## src/rtl/mem_stage.sv

```systemverilog
// mem_stage: memory-access stage of the five-stage MIPS pipeline.
// Owns the word-addressed data memory, resolves the branch decision for
// fetch, and registers load data plus write-back controls into MEM/WB.
//
// Ports:
//   clk, reset            clock; synchronous active-high reset
//   Branch_Target_in      branch target from EX/MEM
//   Result_in             ALU result; byte address for loads/stores
//   MemWriteData_in       store data
//   RegDstAddress_in      destination register
//   zero_in               ALU zero flag
//   Branch_in, MemRead_in, MemWrite_in, RegWrite_in, MemtoReg_in  controls
//   PCSrc                 branch taken (combinational)
//   Branch_Target_out     branch target pass-through (combinational)
//   ReadData              registered load data
//   ALUResult             registered ALU result
//   RegDstAddress_out     registered destination register
//   RegWrite_out, MemtoReg_out  registered write-back controls
module mem_stage #(
   parameter int unsigned DEPTH  = 64,
   parameter int unsigned ADDR_W = 6
) (
   input  logic        clk,
   input  logic        reset,
   input  logic [31:0] Branch_Target_in,
   input  logic [31:0] Result_in,
   input  logic [31:0] MemWriteData_in,
   input  logic [4:0]  RegDstAddress_in,
   input  logic        zero_in,
   input  logic        Branch_in,
   input  logic        MemRead_in,
   input  logic        MemWrite_in,
   input  logic        RegWrite_in,
   input  logic        MemtoReg_in,
   output logic        PCSrc,
   output logic [31:0] Branch_Target_out,
   output logic [31:0] ReadData,
   output logic [31:0] ALUResult,
   output logic [4:0]  RegDstAddress_out,
   output logic        RegWrite_out,
   output logic        MemtoReg_out
);

   localparam int unsigned WORD_W = 32;

   // Zero at power-up; reset deliberately leaves the contents alone.
   logic [WORD_W-1:0] mem [DEPTH] = '{default: '0};

   logic [ADDR_W-1:0] idx;
   logic [WORD_W-1:0] rd_word;

   // Byte offset and high address bits are dropped: aligned, aliased access.
   assign idx     = Result_in[ADDR_W+1:2];
   assign rd_word = mem[idx];

   // Branch resolution goes straight back to fetch, independent of reset.
   assign PCSrc             = Branch_in & zero_in;
   assign Branch_Target_out = Branch_Target_in;

   // Store port; the non-blocking write gives read-first behaviour.
   always_ff @(posedge clk) begin
      if (!reset && MemWrite_in) begin
         mem[idx] <= MemWriteData_in;
      end
   end

   // MEM/WB pipeline register.
   always_ff @(posedge clk) begin
      if (reset) begin
         ReadData          <= '0;
         ALUResult         <= '0;
         RegDstAddress_out <= '0;
         RegWrite_out      <= 1'b0;
         MemtoReg_out      <= 1'b0;
      end else begin
         ReadData          <= MemRead_in ? rd_word : WORD_W'(0);
         ALUResult         <= Result_in;
         RegDstAddress_out <= RegDstAddress_in;
         RegWrite_out      <= RegWrite_in;
         MemtoReg_out      <= MemtoReg_in;
      end
   end

endmodule

```

## config.mk

```make
export PLATFORM = sky130hd
export DESIGN_NAME = mem_stage
export DESIGN_NICKNAME = d
export VERILOG_FILES = /design/src/rtl/mem_stage.sv
export SDC_FILE = /design/constraint.sdc
export NUM_CORES = 2
export LEC_CHECK = 0
export CAP_MARGIN = 40
export CORE_MARGIN = 2
export CORE_UTILIZATION = 45
export CTS_CLUSTER_SIZE = 14
export DETAILED_ROUTE_END_ITERATION = 16
export PLACE_DENSITY = 0.6
export SYNTH_ARGS = -nofsm -noshare
export SYNTH_HDL_FRONTEND = slang
export SYNTH_SLANG_ARGS = --single-unit
export TNS_END_PERCENT = 30
```

## constraint.sdc

```tcl
create_clock -name clk -period 4.2 [get_ports clk]
set_input_delay 0.63 -clock clk [delete_from_list [all_inputs] [get_ports clk]]
set_output_delay 0.63 -clock clk [all_outputs]
set_load 0.01 [all_outputs]
```

==> flow_summary_export.csv <==
group,metric,value,unit
floorplanning,die_x,424,um
clock_tree,cts_max_level,4,
cells_and_area,nets,4992,
sta,setup_viol,0,
placed_design,dp_hpwl,166000,um
clock_tree,postCtsSetupBuffers,0,
synth,synth.most_common_cell,"edfxtp_1",
pwr,powerDensity,475,mW/mm2
min_path,holdPathEnd,"mem[28][5]",
sta,clock_skew,35.5,ps
clock_tree,clockBufferDepth,3,
sta,holdWs,149,ps
sta,slew_headroom,36.9,%
worst_setup_path,crit_type,"primary input to flop",
worst_setup_path,cp_top_family,"simple AND/OR/NAND/NOR gates",
placed_design,port_buffers,148,
synth,synth_edf_count,2048,
floorplanning,io_pins,213,
worst_setup_path,slowest_stage,"nor3_1",
synth,synth.top_cell.area_share,77.5,%
global_routing,grt_max_degree,66,
flow_run,cap_viol_max_count,0,
worst_setup_path,rr_startpoint,"mem[30][19]",
floorplanning,die_area,0.180,mm2
worst_setup_path,required,4910,ps
clock_tree,path_clk_slew,60,ps
pwr,leakagePower,29.0,nW
drt,ant_nets,0,
synth,syn-num-nets,4624,
synth,synth_top_cell_by_area,"edfxtp_1",
pwr,peakVddDrop,434,uV
global_routing,grt_pass1_wl,373000,um
clock_tree,cts_root_buf,"clkbuf_16",
synth,synthArstFlopShare,0,%
floorplanning,core,0.176,mm2
synth,yosys-top-cells-count,"edfxtp_1 (2,048), a221oi_1 (454), a22oi_1 (374), nor2_1 (218), o22ai_1 (190)",
worst_setup_path,reg2reg_depth,6,
synth,avgSynthCellArea,17.6,um2
sta,tightestPinTransition,937,ps
sta,max_freq,335,MHz
clock_tree,clk-insertion-delay-late,880,ps
cells_and_area,stdcell_count,7403,
worst_setup_path,crit_chain,"buf_8, inv_4, nand2_1, buf_4, o22ai_1, or4_1, nor3_1, a41oi_1",
worst_setup_path,r2r_slack,1680,ps
placed_design,place.gp.congestion,0.897,
drt,route.detailed.drc,0,
sta,fin_tns_setup,0,ps
cells_and_area,layout-drive-gt1-share,17.9,%
global_routing,gr-total-overflow,0,
worst_setup_path,worstPathArrival,3700,ps
sta,hold_viol,0,
worst_setup_path,worstSetupEndpointType,"flop",
synth,ys_ff_latch,2119,
global_routing,antenna_found_initial,16,
placed_design,dp.cells,7014,
worst_setup_path,critPathMaxFanout,42,
drt,wl_per_cell,36.4,um
sta,slew_violations,0,
drt,dr.pass1.iters,6,
cells_and_area,fillCellCount,13941,
clock_tree,post_cts_resized,0,
clock_tree,cts_tree,"built",
run_status,status,"finished clean",
global_routing,grt_pass1_vias,46991,
drt,vias,49490,
sta,fin_crit,2990,ps
sta,rsz0062_at_grt,"false",
min_path,hold_depth,1,
worst_setup_path,cpPeakStageDelay,690,ps
synth,ys_seq_area_share,79.3,%
drt,viasPerCell,6.69,
cells_and_area,utilization,52.8,%
clock_tree,cts.sinks,2119,
synth,yosysWarnings,0,
worst_setup_path,cp-start-kind,"primary input",
floorplanning,num_rows,154,
worst_setup_path,worst-path-buf-inv,3,
synth,synthTopCellsByArea,"edfxtp_1 (78%), a221oi_1 (5.0%), a22oi_1 (3.5%)",
floorplanning,die_h,424,um
worst_setup_path,reg2reg_to,"ReadData[19]",
synth,synthCells,4515,
synth,post_synth_num_cell_types,63,
synth,synth-main-ff-cell,"edfxtp_1",
clock_tree,cts_made_buffers,204,
global_routing,grt_use_total,29.6,%
synth,syn_area,0.0793,mm2
min_path,worstHoldStart,"MemWriteData_in[5]",
cells_and_area,area_growth,17.0,%
min_path,min_path_type,"primary input to flop",
floorplanning,initial_utilization,45.2,%
drt,wirelength,269000,um
drt,drtIter0Drc,7610,
sta,fin_crit_sh,71.1,%
-- kinds of logic after synthesis --
kind of cell / count (synthesis) / share of synthesized area [%]
flip-flops: 2119 / 79.3
AO/OA/AOI/OAI: 1346 / 12.9
AND/OR/NAND/NOR: 483 / 2.82
buffers and inverters: 390 / 2.39
multiplexers: 177 / 2.61
-- area by class of cell --
class	count	area, um2	share of cell area [%]
sequential	2119	62900	67.8
clock buffer	287	5620	6.05
tap	2340	2930	3.15
antenna	4	10.0	0.0108
inverter	4	22.5	0.0243
multi-input combinational	2006	15100	16.3
timing repair buffer	548	5250	5.66
clock inverter	95	972	1.05
-- worst max path at each step --
stage | startpoint | to | slack (ps) | cells past startpoint
2_1_floorplan | Result_in[4] | mem[32][0] | 520 | 7
3_3_place_gp | Result_in[4] | ReadData[16] | 220 | 9
3_5_place_dp | Result_in[4] | ReadData[14] | 380 | 8
4_1_cts | Result_in[4] | ReadData[14] | 1310 | 8
5_1_grt | Result_in[4] | ReadData[14] | 1270 | 8
6_report | Result_in[4] | ReadData[14] | 1210 | 8
-- layout by cell type, fill, tap and decap left out, types with 72 or more instances in the layout --
cell / Yosys / layout
mux2i_1: 84 / 84
edfxtp_1: 2048 / 2048
buf_12: 0 / 72
nand2_1: 78 / 76
o22ai_1: 190 / 190
buf_4: 45 / 317
a221oi_1: 454 / 454
mux2_2: 77 / 77
nor2_1: 218 / 153
clkdlybuf4s50_1: 0 / 109
a22oi_1: 374 / 374
o21ai_0: 96 / 96
clkbuf_16: 0 / 205
-- registers in the layout, summed over array words and instances (netlist names) --
| name | count |
|---|---|
| mem | 2048 |
| RegDstAddress_out | 5 |
| ReadData | 32 |
| ALUResult | 32 |
| RegWrite_out | 1 |
| MemtoReg_out | 1 |
-- metrics by stage --
stage               power (W)  setup WS (ps)  area (um2)
floorplan              0.0249            520       79300
global placement       0.0263            218       86000
detailed placement     0.0264            383       86200
CTS                    0.0442           1310       92800
global route           0.0451           1270       92800
finish                 0.0441           1210       92800
-- metal layers --
layer | track usage, % | vias to the layer above | wire length, um
met3 | 7.19 | 610 | 32800
met2 | 44.7 | 3582 | 121000
met1 | 41.1 | 25573 | 102000
met5 | 0.538 | - | 173
met4 | 12.4 | 10 | 12500
li1 | - | 19715 | -
-- power by group --
| part | internal [W] | switching (W) | total (W) |
|---|---|---|---|
| Combinational | 0.000803 | 0.00184 | 0.00264 |
| Clock | 0.0101 | 0.00799 | 0.0181 |
| Sequential | 0.0233 | 0.0000571 | 0.0233 |
-- what timing repair did --
item                       4_1_cts  5_1_grt
hold endpoints to repair         1        0
hold buffers                     1        0
setup endpoints to repair        0        0
(Power assumes the default switching activity.)
